File: src/rtl/fle_frac_lut_cfg.sv
// Fracturable logic element: one K-input LUT, splittable into two (K-1)-input
// LUTs that share inputs, with two optional output registers. The configuration
// frame (mask plus mode bits) shifts in serially on the user clock.
module fle_frac_lut_cfg #(
   parameter int unsigned K = 4
) (
   input  logic         clk,
   input  logic         reset,
   input  logic         prog_en,
   input  logic         ccff_head,
   output logic         ccff_tail,
   input  logic         ce,
   input  logic [K-1:0] fle_in,
   output logic [1:0]   fle_out,
   output logic         cfg_valid
);

   localparam int unsigned M     = 2**K;
   localparam int unsigned CFG_W = M + 3;
   localparam int unsigned CNT_W = $clog2(CFG_W + 1);

   generate
      if (K < 3 || K > 6) begin : g_bad_k
         $error("fle_frac_lut_cfg: K must be in 3..6");
      end
   endgenerate

   logic [CFG_W-1:0] cfg;
   logic [CNT_W-1:0] cnt;
   logic [M-1:0]     mask;
   logic             frac;
   logic             bypass0;
   logic             bypass1;
   logic [K-1:0]     idx0;
   logic [K-1:0]     idx1;
   logic             lut0;
   logic             lut1;
   logic             ff0;
   logic             ff1;

   assign mask    = cfg[M-1:0];
   assign frac    = cfg[M];
   assign bypass0 = cfg[M+1];
   assign bypass1 = cfg[M+2];

   // Config chain: shift MSB-first while programming; tail is a register bit.
   always_ff @(posedge clk or negedge reset) begin
      if (!reset) begin
         cfg <= '0;
      end else if (prog_en) begin
         cfg <= {cfg[CFG_W-2:0], ccff_head};
      end
   end

   // Saturating shift counter; only reset clears it.
   always_ff @(posedge clk or negedge reset) begin
      if (!reset) begin
         cnt <= '0;
      end else if (prog_en && (cnt != CNT_W'(CFG_W))) begin
         cnt <= cnt + CNT_W'(1);
      end
   end

   // Mask lookup: in fractured mode the top input selects the mask half
   // per output, so lut1 always reads the upper half and lut0 the lower.
   always_comb begin
      idx0 = fle_in;
      idx1 = fle_in;
      if (frac) begin
         idx0 = {1'b0, fle_in[K-2:0]};
         idx1 = {1'b1, fle_in[K-2:0]};
      end
      lut0 = mask[idx0];
      lut1 = mask[idx1];
   end

   // User output registers: capture only in user mode with clock enable.
   always_ff @(posedge clk or negedge reset) begin
      if (!reset) begin
         ff0 <= 1'b0;
         ff1 <= 1'b0;
      end else if (!prog_en && ce) begin
         ff0 <= lut0;
         ff1 <= lut1;
      end
   end

   assign ccff_tail  = cfg[CFG_W-1];
   assign cfg_valid  = (cnt == CNT_W'(CFG_W)) && !prog_en;
   assign fle_out[0] = prog_en ? 1'b0 : (bypass0 ? lut0 : ff0);
   assign fle_out[1] = prog_en ? 1'b0 : (bypass1 ? lut1 : ff1);

endmodule

File: config.mk
export PLATFORM = sky130hd
export DESIGN_NAME = fle_frac_lut_cfg
export DESIGN_NICKNAME = d
export VERILOG_FILES = /design/src/rtl/fle_frac_lut_cfg.sv
export SDC_FILE = /design/constraint.sdc
export NUM_CORES = 1
export LEC_CHECK = 0
export BUFFER_PORTS_ARGS = -buffer_cell sky130_fd_sc_hd__buf_2
export CELL_PAD_IN_SITES_DETAIL_PLACEMENT = 1
export CELL_PAD_IN_SITES_GLOBAL_PLACEMENT = 1
export CORE_MARGIN = 5
export CORE_UTILIZATION = 35
export DETAILED_ROUTE_END_ITERATION = 10
export PLACE_DENSITY = 0.61
export SYNTH_ARGS = -nofsm -noshare
export SYNTH_HDL_FRONTEND = slang
export SYNTH_SLANG_ARGS = --single-unit
File: constraint.sdc
create_clock -name clk -period 3.6 [get_ports clk]
set_clock_uncertainty 0.15 [all_clocks]
set_input_delay 1.08 -clock clk [delete_from_list [all_inputs] [get_ports clk]]
set_output_delay 1.08 -clock clk [all_outputs]
set_load 0.02 [all_outputs]
==> results of run 1 <==
-- cell usage after synthesis --
library cell | instances | area (sq um)
and3b_1 | 1 | 8.760
inv_1 | 1 | 3.750
nand4_1 | 2 | 12.51
mux2i_2 | 1 | 13.76
buf_2 | 1 | 5.000
buf_1 | 2 | 7.510
nand2b_1 | 2 | 12.51
o21ai_1 | 2 | 10.01
mux2_1 | 1 | 11.26
dfrtp_1 | 26 | 650.6
nor4_2 | 1 | 12.51
nor2_1 | 6 | 22.52
nand2_1 | 4 | 15.01
mux2i_1 | 1 | 10.01
and3_1 | 1 | 6.260
nand3_1 | 2 | 10.01
and3_2 | 1 | 7.510
ha_1 | 1 | 12.51
a2111oi_2 | 1 | 15.01
o21ai_0 | 1 | 5.000
mux2_2 | 20 | 225.2
xnor2_1 | 4 | 35.03
mux4_1 | 4 | 105.1
-- through the flow --
stage | setup WS [ps] | hold slack (ps)
6_report | 38.73 | 343.7
5_1_grt | -9.703 | 376.8
4_1_cts | 9.103 | 346.9
3_5_place_dp | -191.2 | 327.9
3_3_place_gp | -116.4 | 316.1
2_1_floorplan | 147.0 | 295.2
-- worst reg2reg max path: cells and delay by family, from the launching register on --
kind	cells	cell delay [ps]
muxes	3	840
DFF	1	440
buffers and inverters	2	230
AOI/OAI and AO/OA	1	60
-- layout make-up --
| class | instances | area, sq um |
|---|---|---|
| Inverter | 1 | 3.754 |
| Sequential cell | 26 | 650.6 |
| Multi-Input combinational cell | 56 | 551.8 |
| Clock buffer | 4 | 36.28 |
| Tap cell | 46 | 57.56 |
| Timing Repair Buffer | 16 | 102.6 |
| Fill cell | 382 | 1961 |
-- layer usage --
metal / vias to the layer above / part of all wire [%]
li1: 344 / -
met1: 388 / 48
met2: 12 / 46
met3: 5 / 4.0
met4: 0 / 1.7
met5: - / 0
-- registers in the layout (all words and copies together) (netlist names) --
signal / count
cfg: 19
cnt: 5
ff0: 1
ff1: 1
-- what timing repair did --
item	in CTS	in global routing
pin swaps	1	1
setup endpoints to repair	2	2
gates resized for setup	8	3
setup buffers	1	1
hold endpoints to repair	0	0
-- final timing paths --
path / end / startpoint / cells after the start
worst max-delay path: fle_out[1] / fle_in[0] / 6
max in group asynchronous: cfg[7] / reset / 1
worst min register to register: cnt[4] / cnt[4] / 1
worst min-delay path: cnt[4] / cnt[4] / 1
min in group asynchronous: cfg[1] / reset / 1
worst max register to register: ff0 / cfg[0] / 6
-- where the power goes --
group / internal (mW) / switching, mW
registers: 0.414 / 0.104
clock network: 0.0619 / 0.0879
logic: 0.205 / 0.138
-- cells by family after synthesis --
family,synth area share [%]
mux,30.01
flops,53.44
simple gates,8.838
compound gates,2.466
xor+xnor,2.877
buf+inv,1.336
fa+ha+maj,1.028
==> flow_metrics.env, run 1 <==
export IMPL_max_freq_mhz=280.8
export IMPL_antenna_found_initial=0
export IMPL_routed_wl_um=2259
export IMPL_cts_sinks=26
export IMPL_worstPathCellList="buf_8, mux4_2, mux2i_4, and3_4, nor4_2, buf_4"
export IMPL_numCtsBuffers=3
export IMPL_ir_drop_uv=244.5
export IMPL_ys_seq_elements=26
export IMPL_worst_pin_slew_ps=574.2
export IMPL_endpoint_kind="primary output"
export IMPL_wl_per_cell_um=15.16
export IMPL_root_buffer="clkbuf_4"
export IMPL_postCtsHoldBufs=0
export IMPL_final_area_sq_um=1403
export IMPL_drive_above_1_share_pct=47.57
export IMPL_slowest_delay_ps=520
export IMPL_fp_dieArea_sq_um=4758
export IMPL_hold_viol_final=0
export IMPL_p_per_area_nw_per_um2=720.5
export IMPL_synth_seq_area_share_pct=53.44
export IMPL_final_period_utilization_pct=98.92
export IMPL_yosysWarnings=0
export IMPL_critPathLaunchType="primary input"
export IMPL_hold_class="register to register"
export IMPL_top_usage_layer="met2"
export IMPL_slowest_stage="mux4_2"
export IMPL_fin_tns_setup_ps=0
export IMPL_slew_headroom_pct=61.72
export IMPL_grt_max_degree=27
export IMPL_drc=0
export IMPL_synth_area_sq_um=1217
export IMPL_clock_latency_ps=320
export IMPL_grtUsageMet2_pct=18.10
export IMPL_final_cell_mix="dfrtp_1 (26), mux2_2 (20), buf_2 (10)"
export IMPL_cp_max_fo=4
export IMPL_syn_to_final_growth_pct=15.21
export IMPL_critPathBufInv=2
export IMPL_final_util_pct=41.70
export IMPL_setup_viol=0
export IMPL_grt_pass1_vias=793
export IMPL_initial_utilization_pct=36.20
export IMPL_grtUsageMet3_pct=2.593
export IMPL_clock_tree_buffer_depth=2
export IMPL_hpwl_um=1574
export IMPL_rows=21
export IMPL_viasPerCell=5.027
export IMPL_place_inst=143
export IMPL_io_buffers=12
export IMPL_stdcell_count=149
export IMPL_slew_viol_final=0
export IMPL_cts_tree="yes"
export IMPL_cts_clk_slew_worst_paths_ps=140
export IMPL_grt_pass1_wl_um=3974
export IMPL_grt_use_met1_pct=15.00
export IMPL_cp_required_ps=2370
export IMPL_num_antenna_cells=0
export IMPL_ff2ff_setup_slack_ps=1790
export IMPL_gp_congestion=0.7092
export IMPL_outcome="completed"
export IMPL_avgSynthCellArea_sq_um=14.16
export IMPL_layout_commonest_cell="dfrtp_1"
export IMPL_fin_crit_ps=3561
export IMPL_grt_overflow_total=0
export IMPL_htree_levels=1
export IMPL_power_leakage_nw=0.6030
export IMPL_io_pins=13
export IMPL_syn_num_nets=96
export IMPL_netlist_cell_type_count=23
export IMPL_vias=749
export IMPL_detail_route_antenna_nets=0
export IMPL_fin_nets=114
export IMPL_gr_usage_all_layers_pct=11.37
export IMPL_die_h_um=68.98
export IMPL_coreArea_sq_um=3363
export IMPL_drt_iter0_markers=20
export IMPL_synth_cells=86
export IMPL_total_power_mw=1.011
export IMPL_first_pass_iters=3
export IMPL_crit_arrival_ps=2330
export IMPL_drv_cap=0
export IMPL_cp_top_family="multiplexers"
export IMPL_place_area_sq_um=1338
export IMPL_critPathKind="primary input to primary output"
export IMPL_die_w_um=68.98
Note: power is estimated with default switching activity, not from simulation.
==> inputs of run 2 (changes only) <==
--- a/config.mk
+++ b/config.mk
@@ -9,9 +9,9 @@
 export CELL_PAD_IN_SITES_DETAIL_PLACEMENT = 1
 export CELL_PAD_IN_SITES_GLOBAL_PLACEMENT = 1
 export CORE_MARGIN = 5
-export CORE_UTILIZATION = 35
+export CORE_UTILIZATION = 45
 export DETAILED_ROUTE_END_ITERATION = 10
-export PLACE_DENSITY = 0.61
+export PLACE_DENSITY = 0.75
 export SYNTH_ARGS = -nofsm -noshare
 export SYNTH_HDL_FRONTEND = slang
 export SYNTH_SLANG_ARGS = --single-unit
==> run 2 against run 1 <==
Compared with the run above:
- cell count shrank 11%
- hold slack gained 8.9 ps
- register-to-register slack better by 90 ps
- worst setup slack improved by 14 ps
- non-clock buffer count down 1
- routed wire length up 0.66%
- sequential power is essentially flat
- power is 6.0% higher
- fmax increased by 0.40%
- clock-buffer cell count fell by 1
- flip-flop and latch count did not move
- sequential share of layout area about the same
- critical endpoint is now fle_out[0]
- largest cell class unchanged
==> flow_metrics.env, run 2 (synthesis gave the netlist of run 1 again) <==
export IMPL_endpoint_kind="primary output"
export IMPL_drive_above_1_share_pct=48.04
export IMPL_drt_iter0_markers=28
export IMPL_slowest_delay_ps=520
export IMPL_comb_power_share_pct=33.0
export IMPL_htree_levels=1
export IMPL_cts_tree="yes"
export IMPL_coreArea_sq_um=2522
export IMPL_top_regs="cfg (19), cnt (5)"
export IMPL_hpwl_um=1581
export IMPL_place_inst=127
export IMPL_slew_viol_final=0
export IMPL_drv_cap=0
export IMPL_initial_utilization_pct=48.26
export IMPL_final_period_utilization_pct=98.53
export IMPL_layout_commonest_cell="dfrtp_1"
export IMPL_fin_crit_ps=3547
export IMPL_rows=18
export IMPL_cp_max_fo=4
export IMPL_slowest_stage="mux4_2"
export IMPL_critPathKind="primary input to primary output"
export IMPL_cp_required_ps=2370
export IMPL_gp_congestion=0.8522
export IMPL_p_switching_uw=338.6
export IMPL_r2r_end="ff1"
export IMPL_vias=737
export IMPL_slew_headroom_pct=61.81
export IMPL_critPathLaunchType="primary input"
export IMPL_ff2ff_setup_slack_ps=1880
export IMPL_total_power_mw=1.071
export IMPL_die_w_um=62.02
export IMPL_min_to="cnt[4]"
export IMPL_viasPerCell=5.583
export IMPL_hold_class="register to register"
export IMPL_p_int_uw=732.8
export IMPL_drc=0
export IMPL_io_pins=13
export IMPL_wl_per_cell_um=17.23
export IMPL_io_buffers=12
export IMPL_final_cell_mix="dfrtp_1 (26), mux2_2 (20), buf_2 (10)"
export IMPL_netSwitchingFraction_pct=31.60
export IMPL_cp_top_family="multiplexers"
export IMPL_grt_pass1_wl_um=3781
export IMPL_routed_wl_um=2274
export IMPL_max_freq_mhz=281.9
export IMPL_p_seq_share_pct=48.4
export IMPL_hold_depth=1
export IMPL_fin_nets=113
export IMPL_worst_pin_slew_ps=572.8
export IMPL_stdcell_count=132
export IMPL_numCtsBuffers=3
export IMPL_postCtsHoldBufs=0
export IMPL_clock_latency_ps=320
export IMPL_grt_pass1_vias=850
export IMPL_first_pass_iters=4
export IMPL_ir_drop_uv=403.7
export IMPL_critPathBufInv=2
export IMPL_largest_register="cfg"
export IMPL_min_from="cnt[4]"
export IMPL_largest_reg_flops=19
export IMPL_reg2reg_depth=5
export IMPL_num_antenna_cells=0
export IMPL_cts_clk_slew_worst_paths_ps=140
export IMPL_r2r_start="cfg[13]"
export IMPL_gr_usage_all_layers_pct=13.57
export IMPL_rsz0062_at_grt="false"
export IMPL_power_leakage_nw=0.6052
export IMPL_crit_arrival_ps=2320
export IMPL_p_clk_share_pct=18.6
export IMPL_grt_max_degree=27
export IMPL_root_buffer="clkbuf_4"
export IMPL_hold_viol_final=0
export IMPL_cts_sinks=26
export IMPL_antenna_found_initial=0
export IMPL_filler_cell_count=264
export IMPL_die_h_um=62.02
export IMPL_outcome="completed"
export IMPL_detail_route_antenna_nets=0
export IMPL_clock_tree_buffer_depth=2
export IMPL_grt_overflow_total=0
export IMPL_setup_viol=0
export IMPL_worstPathCellList="buf_6, mux4_2, mux2i_4, and3_4, a2111oi_4, buf_4"
export IMPL_syn_to_final_growth_pct=15.11
export IMPL_fp_dieArea_sq_um=3846
export IMPL_p_per_area_nw_per_um2=764.5
## run 2: through the flow
stage / worst slack [ps] / cell area, sq um / hold WS [ps] / TNS (ps) / utilization (%)
2_1_floorplan: 147.0 / 1217 / 295.2 / 0 / -
3_3_place_gp: -55.54 / 1318 / 315.9 / -109.3 / 52.23
3_5_place_dp: -97.83 / 1318 / 331.8 / -194.7 / 52.23
4_1_cts: 9.046 / 1361 / 350.9 / 0 / 53.97
5_1_grt: 3.163 / 1401 / 366.9 / 0 / 55.56
6_report: 52.98 / 1401 / 352.6 / 0 / 55.56
## run 2: power groups by stage
| stage | logic, mW | registers, mW | clock network, mW |
|---|---|---|---|
| floorplan | 0.245 | 0.490 | 0 |
| global placement | 0.304 | 0.512 | 0 |
| detailed placement | 0.320 | 0.520 | 0 |
| CTS | 0.328 | 0.520 | 0.207 |
| global route | 0.392 | 0.537 | 0.213 |
| finish | 0.353 | 0.519 | 0.199 |
## run 2: worst max path at each step
stage	startpoint	to	slack, ps	depth (start not counted)
finish	fle_in[0]	fle_out[0]	50	6
global placement	fle_in[0]	fle_out[1]	-60	6
CTS	fle_in[0]	fle_out[0]	9	6
global route	fle_in[0]	fle_out[0]	3	6
detailed placement	fle_in[0]	fle_out[1]	-100	6
floorplan	fle_in[0]	fle_out[0]	150	4
## run 2: area by class of cell
class                           instances  area [sq um]  share of cell area (%)
Inverter                                1         3.754                  0.2679
Clock buffer                            3         22.52                   1.607
Timing Repair Buffer                   15         91.34                   6.518
Multi-Input combinational cell         56         565.5                   40.36
Sequential cell                        26         650.6                   46.43
Tap cell                               30         37.54                   2.679
Clock inverter                          1         30.03                   2.143
## run 2: per-layer routing
layer | vias to the layer above | routed length [um] | GRT usage, % | share of wire [%]
li1 | 341 | - | - | -
met1 | 381 | 968 | 16.69 | 43
met3 | 2 | 94 | 3.099 | 4.1
met5 | - | 0 | 0 | 0
met2 | 13 | 1193 | 22.93 | 52
met4 | 0 | 19 | 5.455 | 0.84
## run 2: repair_timing
| item | CTS | global route |
|---|---|---|
| endpoints found under the setup margin | 2 | 2 |
| setup buffers | 0 | 1 |
| pin swaps | 1 | 1 |
| gates cloned | 0 | 0 |
| gates resized for setup | 6 | 5 |
